### config.mk
export PLATFORM = sky130hd
export DESIGN_NAME = apb_spi_master
export DESIGN_NICKNAME = d
export VERILOG_FILES = /design/src/rtl/apb_spi_pkg.sv /design/src/rtl/spi_master_core.sv /design/src/rtl/apb_spi_master.sv
export SDC_FILE = /design/constraint.sdc
export NUM_CORES = 1
export LEC_CHECK = 0
export CAP_MARGIN = 20
export CORE_ASPECT_RATIO = 1.75
export CORE_UTILIZATION = 57
export DETAILED_ROUTE_END_ITERATION = 6
export HOLD_SLACK_MARGIN = 0.08
export PLACE_DENSITY = 0.89
export SLEW_MARGIN = 5
export SYNTH_ARGS = -nofsm -noshare
export SYNTH_HDL_FRONTEND = slang
export SYNTH_HIERARCHICAL = 1
export SYNTH_SLANG_ARGS = --single-unit
### constraint.sdc
create_clock -name PCLK -period 4.4 [get_ports PCLK]
set_input_delay 0.44 -clock PCLK [delete_from_list [all_inputs] [get_ports PCLK]]
set_output_delay 0.44 -clock PCLK [all_outputs]
set_load 0.02 [all_outputs]
### src/rtl/apb_spi_pkg.sv
// Shared definitions for the APB SPI master: register offsets, bit positions,
// transfer configuration and the core FSM state encoding.
package apb_spi_pkg;

    localparam logic [1:0] REG_DATA   = 2'd0;
    localparam logic [1:0] REG_STATUS = 2'd1;
    localparam logic [1:0] REG_CTRL   = 2'd2;
    localparam logic [1:0] REG_CLKDIV = 2'd3;

    localparam int ST_BUSY    = 0;
    localparam int ST_RXV     = 1;
    localparam int ST_OVR     = 2;

    localparam int CTRL_CPOL  = 0;
    localparam int CTRL_CPHA  = 1;
    localparam int CTRL_LSB   = 2;
    localparam int CTRL_CS_LO = 4;
    localparam int CTRL_IEN   = 7;

    typedef enum logic [1:0] {IDLE, SETUP, XFER, HOLD} spi_state_t;

    typedef struct packed {
        logic [2:0] cs_sel;
        logic       lsb_first;
        logic       cpha;
        logic       cpol;
    } spi_cfg_t;

endpackage

### src/rtl/spi_master_core.sv
// SPI shift engine: half-period divider, edge counter, TX/RX shift registers
// and the IDLE/SETUP/XFER/HOLD sequencer. Config is latched on start.
module spi_master_core
    import apb_spi_pkg::*;
#(
    parameter int DATA_W = 16,
    parameter int NUM_CS = 4,
    parameter int DIV_W  = 8
) (
    input  logic              PCLK,
    input  logic              PRESET,
    input  logic              start,
    input  logic [DATA_W-1:0] word,
    input  spi_cfg_t          cfg,
    input  logic [DIV_W-1:0]  div,
    output logic              busy,
    output logic              done,
    output logic [DATA_W-1:0] rx_word,
    output logic [NUM_CS-1:0] spi_cs_l,
    output logic              spi_clk,
    output logic              spi_mosi,
    input  logic              spi_miso
);

    localparam int EW = $clog2(2 * DATA_W);
    localparam logic [EW-1:0] LAST_EDGE = EW'(2 * DATA_W - 1);

    spi_state_t        state;
    spi_cfg_t          cfg_r;
    logic [DIV_W-1:0]  div_r, div_cnt;
    logic [EW-1:0]     edge_cnt;
    logic [DATA_W-1:0] tx_sr, rx_sr;
    logic [NUM_CS-1:0] cs_dec;
    logic              tick;

    function automatic logic head(input logic [DATA_W-1:0] v, input logic lsb);
        return lsb ? v[0] : v[DATA_W-1];
    endfunction

    function automatic logic [DATA_W-1:0] adv(input logic [DATA_W-1:0] v, input logic lsb);
        return lsb ? (v >> 1) : (v << 1);
    endfunction

    // An out-of-range cs_sel matches no line, so the word goes out unselected.
    always_comb begin
        cs_dec = '1;
        for (int i = 0; i < NUM_CS; i++)
            cs_dec[i] = (cfg.cs_sel != 3'(i));
    end

    assign tick    = (div_cnt == div_r);
    assign busy    = (state != IDLE);
    assign done    = (state == HOLD) && tick;
    assign rx_word = rx_sr;

    always_ff @(posedge PCLK or posedge PRESET) begin
        if (PRESET) begin
            state    <= IDLE;
            cfg_r    <= '0;
            div_r    <= '0;
            div_cnt  <= '0;
            edge_cnt <= '0;
            tx_sr    <= '0;
            rx_sr    <= '0;
            spi_cs_l <= '1;
            spi_clk  <= 1'b0;
            spi_mosi <= 1'b0;
        end else begin
            unique case (state)
                IDLE: begin
                    spi_clk <= cfg.cpol;
                    if (start) begin
                        state    <= SETUP;
                        cfg_r    <= cfg;
                        div_r    <= div;
                        div_cnt  <= '0;
                        edge_cnt <= '0;
                        rx_sr    <= '0;
                        spi_cs_l <= cs_dec;
                        // cpha=0 needs the first bit on the wire before the first edge
                        if (!cfg.cpha) begin
                            spi_mosi <= head(word, cfg.lsb_first);
                            tx_sr    <= adv(word, cfg.lsb_first);
                        end else begin
                            tx_sr    <= word;
                        end
                    end
                end
                SETUP: begin
                    div_cnt <= tick ? '0 : div_cnt + 1'b1;
                    if (tick) state <= XFER;
                end
                XFER: begin
                    div_cnt <= tick ? '0 : div_cnt + 1'b1;
                    if (tick) begin
                        spi_clk  <= ~spi_clk;
                        edge_cnt <= edge_cnt + 1'b1;
                        // even edges are leading; cpha picks which kind samples
                        if (edge_cnt[0] == cfg_r.cpha) begin
                            rx_sr <= cfg_r.lsb_first ? {spi_miso, rx_sr[DATA_W-1:1]}
                                                     : {rx_sr[DATA_W-2:0], spi_miso};
                        end else begin
                            spi_mosi <= head(tx_sr, cfg_r.lsb_first);
                            tx_sr    <= adv(tx_sr, cfg_r.lsb_first);
                        end
                        if (edge_cnt == LAST_EDGE) state <= HOLD;
                    end
                end
                HOLD: begin
                    div_cnt <= tick ? '0 : div_cnt + 1'b1;
                    if (tick) begin
                        state    <= IDLE;
                        spi_cs_l <= '1;
                    end
                end
                default: state <= IDLE;
            endcase
        end
    end

endmodule

### src/rtl/apb_spi_master.sv
// APB slave front end for the SPI master: register decode, status flags and
// error response. Define SPI_IRQ_EN to add the irq output and CTRL.ien bit.
module apb_spi_master
    import apb_spi_pkg::*;
#(
    parameter int DATA_W = 16,
    parameter int NUM_CS = 4,
    parameter int DIV_W  = 8
) (
    input  logic              PCLK,
    input  logic              PRESET,
    input  logic [31:0]       PADDR,
    input  logic              PSEL,
    input  logic              PENABLE,
    input  logic              PWRITE,
    input  logic [31:0]       PWDATA,
    output logic [31:0]       PRDATA,
    output logic              PREADY,
    output logic              PSLVERR,
    output logic [NUM_CS-1:0] spi_cs_l,
    output logic              spi_clk,
    output logic              spi_mosi,
    input  logic              spi_miso
`ifdef SPI_IRQ_EN
    ,
    output logic              irq
`endif
);

    logic [1:0]        reg_sel;
    logic              mapped, access, wr_ok, rd_ok, start, rd_clr;
    logic              busy, done, rv_keep, ov_keep;
    logic [DATA_W-1:0] rx_word, rxdata;
    logic              rx_valid, overrun;
    spi_cfg_t          cfg_q;
    logic [DIV_W-1:0]  div_q;
    logic              unused_bits;

    assign reg_sel     = PADDR[3:2];
    assign mapped      = (PADDR[31:4] == '0);
    assign access      = PSEL & PENABLE;
    assign PREADY      = 1'b1;
    assign unused_bits = ^{PADDR[1:0], PWDATA};

    // STATUS is read-only, so writing it while busy is harmless and not an error.
    assign PSLVERR = access & (!mapped | (PWRITE & busy & (reg_sel != REG_STATUS)));
    assign wr_ok   = access & PWRITE & !PSLVERR;
    assign rd_ok   = access & !PWRITE & !PSLVERR;
    assign start   = wr_ok & (reg_sel == REG_DATA);
    assign rd_clr  = rd_ok & (reg_sel == REG_DATA);
    assign rv_keep = rx_valid & !rd_clr;
    assign ov_keep = overrun & !rd_clr;

`ifdef SPI_IRQ_EN
    logic ien_q;
    assign irq = rx_valid & ien_q;
`endif

    always_ff @(posedge PCLK or posedge PRESET) begin
        if (PRESET) begin
            rxdata   <= '0;
            rx_valid <= 1'b0;
            overrun  <= 1'b0;
            cfg_q    <= '0;
            div_q    <= '0;
`ifdef SPI_IRQ_EN
            ien_q    <= 1'b0;
`endif
        end else begin
            // a same-cycle RXDATA read clears first, then completion sets
            if (done) begin
                rxdata   <= rx_word;
                rx_valid <= 1'b1;
                overrun  <= ov_keep | rv_keep;
            end else begin
                rx_valid <= rv_keep;
                overrun  <= ov_keep;
            end
            if (wr_ok && reg_sel == REG_CTRL) begin
                cfg_q.cpol      <= PWDATA[CTRL_CPOL];
                cfg_q.cpha      <= PWDATA[CTRL_CPHA];
                cfg_q.lsb_first <= PWDATA[CTRL_LSB];
                cfg_q.cs_sel    <= PWDATA[CTRL_CS_LO +: 3];
`ifdef SPI_IRQ_EN
                ien_q           <= PWDATA[CTRL_IEN];
`endif
            end
            if (wr_ok && reg_sel == REG_CLKDIV)
                div_q <= PWDATA[DIV_W-1:0];
        end
    end

    always_comb begin
        PRDATA = '0;
        if (PSEL && mapped) begin
            unique case (reg_sel)
                REG_DATA:   PRDATA[DATA_W-1:0] = rxdata;
                REG_STATUS: begin
                    PRDATA[ST_BUSY] = busy;
                    PRDATA[ST_RXV]  = rx_valid;
                    PRDATA[ST_OVR]  = overrun;
                end
                REG_CTRL: begin
                    PRDATA[CTRL_CPOL]       = cfg_q.cpol;
                    PRDATA[CTRL_CPHA]       = cfg_q.cpha;
                    PRDATA[CTRL_LSB]        = cfg_q.lsb_first;
                    PRDATA[CTRL_CS_LO +: 3] = cfg_q.cs_sel;
`ifdef SPI_IRQ_EN
                    PRDATA[CTRL_IEN]        = ien_q;
`endif
                end
                REG_CLKDIV: PRDATA[DIV_W-1:0] = div_q;
                default:    PRDATA = '0;
            endcase
        end
    end

    spi_master_core #(
        .DATA_W (DATA_W),
        .NUM_CS (NUM_CS),
        .DIV_W  (DIV_W)
    ) u_core (
        .PCLK     (PCLK),
        .PRESET   (PRESET),
        .start    (start),
        .word     (PWDATA[DATA_W-1:0]),
        .cfg      (cfg_q),
        .div      (div_q),
        .busy     (busy),
        .done     (done),
        .rx_word  (rx_word),
        .spi_cs_l (spi_cs_l),
        .spi_clk  (spi_clk),
        .spi_mosi (spi_mosi),
        .spi_miso (spi_miso)
    );

endmodule
==> metrics.txt <==
# TYPE chip_impl_metric gauge
chip_impl_info{name="run_status",value="finished clean"} 1
chip_impl_metric{name="clk-insertion-delay-late",unit="ps"} 360
chip_impl_info{name="crit_path_start_kind",value="input pin"} 1
chip_impl_metric{name="timing.setup.tns",unit="ps"} 0
chip_impl_metric{name="antenna_found_initial",unit=""} 0
chip_impl_metric{name="number_of_global_route_vias_before_repair",unit=""} 4829
chip_impl_metric{name="finalCriticalPeriod",unit="ps"} 3430
chip_impl_info{name="rsz0062_at_grt",value="false"} 1
chip_impl_metric{name="numCtsBuffers",unit=""} 9
chip_impl_metric{name="clock_sink_count",unit=""} 95
chip_impl_metric{name="first_pass_grt_wire_length",unit="um"} 23800
chip_impl_metric{name="hold_buffers",unit=""} 0
chip_impl_metric{name="std_cell_rows",unit=""} 49
chip_impl_metric{name="gp_routability_congestion",unit=""} 0.924
chip_impl_info{name="worstSetupPathType",value="input pin to flop"} 1
chip_impl_metric{name="synth-seq-cells",unit=""} 95
chip_impl_metric{name="overflow",unit=""} 0
chip_impl_metric{name="worst_ir_drop_vdd",unit="mV"} 0.222
chip_impl_info{name="end_kind",value="flop"} 1
chip_impl_metric{name="detailroute.via_count",unit=""} 4698
chip_impl_metric{name="synth_enable_flop_cells",unit=""} 0
chip_impl_metric{name="timing.final.hold_violations",unit=""} 0
chip_impl_metric{name="port_buffers",unit=""} 74
chip_impl_info{name="synth_top_cell_by_area",value="sky130_fd_sc_hd__dfrtp_1"} 1
chip_impl_metric{name="detail_route.drc_violations",unit=""} 0
chip_impl_metric{name="setup-violations-final",unit=""} 0
chip_impl_metric{name="placeableCoreArea",unit="um^2"} 10200
chip_impl_info{name="cts_tree",value="done"} 1
chip_impl_metric{name="synth.distinct_cells",unit=""} 66
chip_impl_metric{name="regToRegSetupSlack",unit="ps"} 1040
chip_impl_metric{name="drt_wl_total",unit="um"} 14600
chip_impl_metric{name="cts_resized",unit=""} 0
chip_impl_metric{name="n_antenna_cell",unit=""} 0
chip_impl_info{name="synth_commonest_cells",value="sky130_fd_sc_hd__dfrtp_1, sky130_fd_sc_hd__mux2i_1, sky130_fd_sc_hd__mux2_2"} 1
chip_impl_metric{name="via_per_inst",unit=""} 6.39
chip_impl_metric{name="grt_use_total",unit=""} 0.290
chip_impl_metric{name="grt_max_degree",unit=""} 56
chip_impl_metric{name="area_growth_syn_to_layout",unit="%"} 17.6
chip_impl_info{name="synth.area.top_cells",value="sky130_fd_sc_hd__dfrtp_1, sky130_fd_sc_hd__mux2_2, sky130_fd_sc_hd__mux2i_1, sky130_fd_sc_hd__ha_1, sky130_fd_sc_hd__o311ai_2"} 1
chip_impl_metric{name="portion_of_the_clock_cycle_consumed_by_the_worst_path_in_the_final_layout",unit=""} 0.780
chip_impl_metric{name="final_nets",unit=""} 687
chip_impl_info{name="yosysMostFrequentCell",value="sky130_fd_sc_hd__dfrtp_1"} 1
chip_impl_metric{name="slew-limit-headroom",unit=""} 0.276
chip_impl_info{name="hold_path.class",value="input pin to asynchronous set/reset pin"} 1
chip_impl_metric{name="synthesis.area_per_instance",unit="um^2"} 10.9
chip_impl_metric{name="timing.critical_path.required",unit="ps"} 4600
chip_impl_info{name="cts_root_buf",value="sky130_fd_sc_hd__clkbuf_16"} 1
chip_impl_metric{name="dr.first_iter.drc_count",unit=""} 411
chip_impl_metric{name="total_leakage_power",unit="nW"} 3.05
chip_impl_metric{name="wire_per_inst",unit="um"} 19.8
chip_impl_metric{name="dieWidth",unit="um"} 79.3
chip_impl_metric{name="number_of_maximum_capacitance_violations",unit=""} 0
chip_impl_metric{name="final_layout_size_suffix_gt1_frac",unit=""} 0.188
chip_impl_metric{name="die_height",unit="um"} 137
chip_impl_metric{name="arrival_worst_endpoint",unit="ps"} 3630
chip_impl_metric{name="clk_pin_slew_worst_paths",unit="ps"} 70
chip_impl_metric{name="detailedRoute.firstPassIterationCount",unit=""} 5
chip_impl_metric{name="finalMaxSlewViolations",unit=""} 0
chip_impl_metric{name="critical_path_peak_fanout",unit=""} 20
chip_impl_metric{name="dp_hpwl",unit="um"} 10100
chip_impl_metric{name="total_number_of_h_tree_levels",unit=""} 3
chip_impl_metric{name="design.die.area",unit="um^2"} 10900
chip_impl_metric{name="clock_path_buffers",unit=""} 2
chip_impl_metric{name="yosys_warnings",unit=""} 6
chip_impl_info{name="synth_top_flop_cell",value="sky130_fd_sc_hd__dfrtp_1"} 1
chip_impl_metric{name="fmax",unit="MHz"} 292
chip_impl_metric{name="io_pins",unit=""} 110
chip_impl_metric{name="antenna_left",unit=""} 0
chip_impl_metric{name="fin_worst_hold_slack",unit="ps"} 356
chip_impl_metric{name="post_synthesis_cell_area",unit="um^2"} 5950
chip_impl_metric{name="fin_worst_skew",unit="ps"} 4.94
chip_impl_metric{name="pwr_density_cell",unit="nW/um^2"} 288
chip_impl_metric{name="synthesis.instances",unit=""} 545
chip_impl_metric{name="worst_pin_slew",unit="ps"} 1090
chip_impl_metric{name="synth_async_sr_flop_share",unit=""} 1.00
chip_impl_metric{name="ys_seq_area_frac",unit=""} 0.400
chip_impl_metric{name="initial_core_utilization",unit=""} 0.581
chip_impl_metric{name="postCtsSetupRepairBufs",unit=""} 0
chip_impl_metric{name="share_of_the_synthesized_area_in_the_top_cell_type",unit=""} 0.383
-- cell usage in the layout (no fill, tap or decap), types with 3 or more instances in the layout --
cell,netlist,final
sky130_fd_sc_hd__a211oi_1,17,17
sky130_fd_sc_hd__a21oi_1,22,22
sky130_fd_sc_hd__a222oi_1,6,6
sky130_fd_sc_hd__a22oi_1,3,3
sky130_fd_sc_hd__a2bb2oi_1,3,3
sky130_fd_sc_hd__a31oi_1,4,4
sky130_fd_sc_hd__and2_1,10,10
sky130_fd_sc_hd__and3_1,5,5
sky130_fd_sc_hd__buf_4,18,12
sky130_fd_sc_hd__clkbuf_16,0,9
sky130_fd_sc_hd__clkdlybuf4s50_1,0,74
sky130_fd_sc_hd__conb_1,2,17
sky130_fd_sc_hd__dfrtp_1,91,91
sky130_fd_sc_hd__dfstp_2,4,4
sky130_fd_sc_hd__ha_1,14,13
sky130_fd_sc_hd__inv_1,14,13
sky130_fd_sc_hd__mux2_1,8,8
sky130_fd_sc_hd__mux2_2,42,42
sky130_fd_sc_hd__mux2_4,10,10
sky130_fd_sc_hd__mux2i_1,45,45
sky130_fd_sc_hd__nand2_1,35,35
sky130_fd_sc_hd__nand2b_1,4,4
sky130_fd_sc_hd__nand3_1,8,8
sky130_fd_sc_hd__nand3b_1,17,17
sky130_fd_sc_hd__nand4_2,3,3
sky130_fd_sc_hd__nor2_1,26,26
sky130_fd_sc_hd__nor2b_1,3,3
sky130_fd_sc_hd__nor4_1,10,10
sky130_fd_sc_hd__nor4b_1,5,5
sky130_fd_sc_hd__o21ai_0,11,11
sky130_fd_sc_hd__o22ai_1,3,3
sky130_fd_sc_hd__o311ai_1,4,4
sky130_fd_sc_hd__o311ai_2,10,10
sky130_fd_sc_hd__o32ai_1,4,4
sky130_fd_sc_hd__xnor2_1,5,5
sky130_fd_sc_hd__xnor2_2,6,6
-- per-stage QoR --
stage / instances / setup slack [ps] / util / area, um^2 / total power, W
floorplan: 560 / 1480 / - / 6010 / 0.00112
global placement: 719 / 995 / 0.654 / 6690 / 0.00120
detailed placement: 719 / 823 / 0.654 / 6690 / 0.00121
CTS: 735 / 1100 / 0.684 / 7000 / 0.00202
global route: 735 / 792 / 0.684 / 7000 / 0.00208
finish: 735 / 970 / 0.684 / 7000 / 0.00202
-- metal layers --
layer  global-route usage  vias to the layer above  wire length (um)
met5                    0                        -                 0
met2                0.500                      215              7670
li1                     -                     2097                 -
met3               0.0636                       53               794
met1                0.325                     2333              5430
met4                0.169                        0               687
-- where the power goes --
part,switching (W),internal (W)
logic,0.000100,0.000124
registers,0.0000454,0.000926
clock network,0.000356,0.000463
-- state kept, by name, summed over array words and instances, names as in the netlist --
signal and count:
cfg_q 6, div_q 8, overrun 1, rx_valid 1, rxdata 16, u_core/cfg_r 2
u_core/div_cnt 8, u_core/div_r 8, u_core/edge_cnt 5, u_core/rx_word 16, u_core/spi_clk 1, u_core/spi_cs_l 4
u_core/spi_mosi 1, u_core/state 2, u_core/tx_sr 16
-- kinds of logic after synthesis --
family                     synth area share
and+or+nand+nor                       0.139
other                               0.00126
adders and majority gates            0.0294
buffers and inverters                0.0612
AOI/OAI and AO/OA                     0.140
DFF                                   0.400
muxes                                 0.195
xor gates and xnor gates             0.0340
-- cell type report --
class                   count  area, um^2
fillers                   736        3240
clock buffers              11         243
multi-input cells         396        3270
flip-flops and latches     95        2380
inverters                  15        56.3
clock inverters             5        63.8
well taps                 127         159
repair buffers             86         831
-- worst max-delay path, stage by stage --
cell,delay (ps)
sky130_fd_sc_hd__clkdlybuf4s50_1,420
sky130_fd_sc_hd__nor4_1,380
sky130_fd_sc_hd__nand4_2,280
sky130_fd_sc_hd__nor2_1,190
sky130_fd_sc_hd__buf_4,190
sky130_fd_sc_hd__and2_1,170
sky130_fd_sc_hd__nand2b_1,270
sky130_fd_sc_hd__o21ai_1,130
sky130_fd_sc_hd__buf_4,230
sky130_fd_sc_hd__nand2b_2,380
sky130_fd_sc_hd__o311ai_1,550
-- final timing paths --
check                                    from                  to  cells past startpoint
max                                  PADDR[9]  u_core/rx_word[10]                     11
min                                    PRESET          rxdata[13]                      2
max reg2reg                   u_core/state[0]  u_core/rx_word[10]                     12
min reg2reg                u_core/spi_cs_l[2]  u_core/spi_cs_l[2]                      1
max in group asynchronous              PRESET  u_core/rx_word[10]                      3
min in group PCLK          u_core/spi_cs_l[2]  u_core/spi_cs_l[2]                      1
Power figures use the tool's default switching activity.
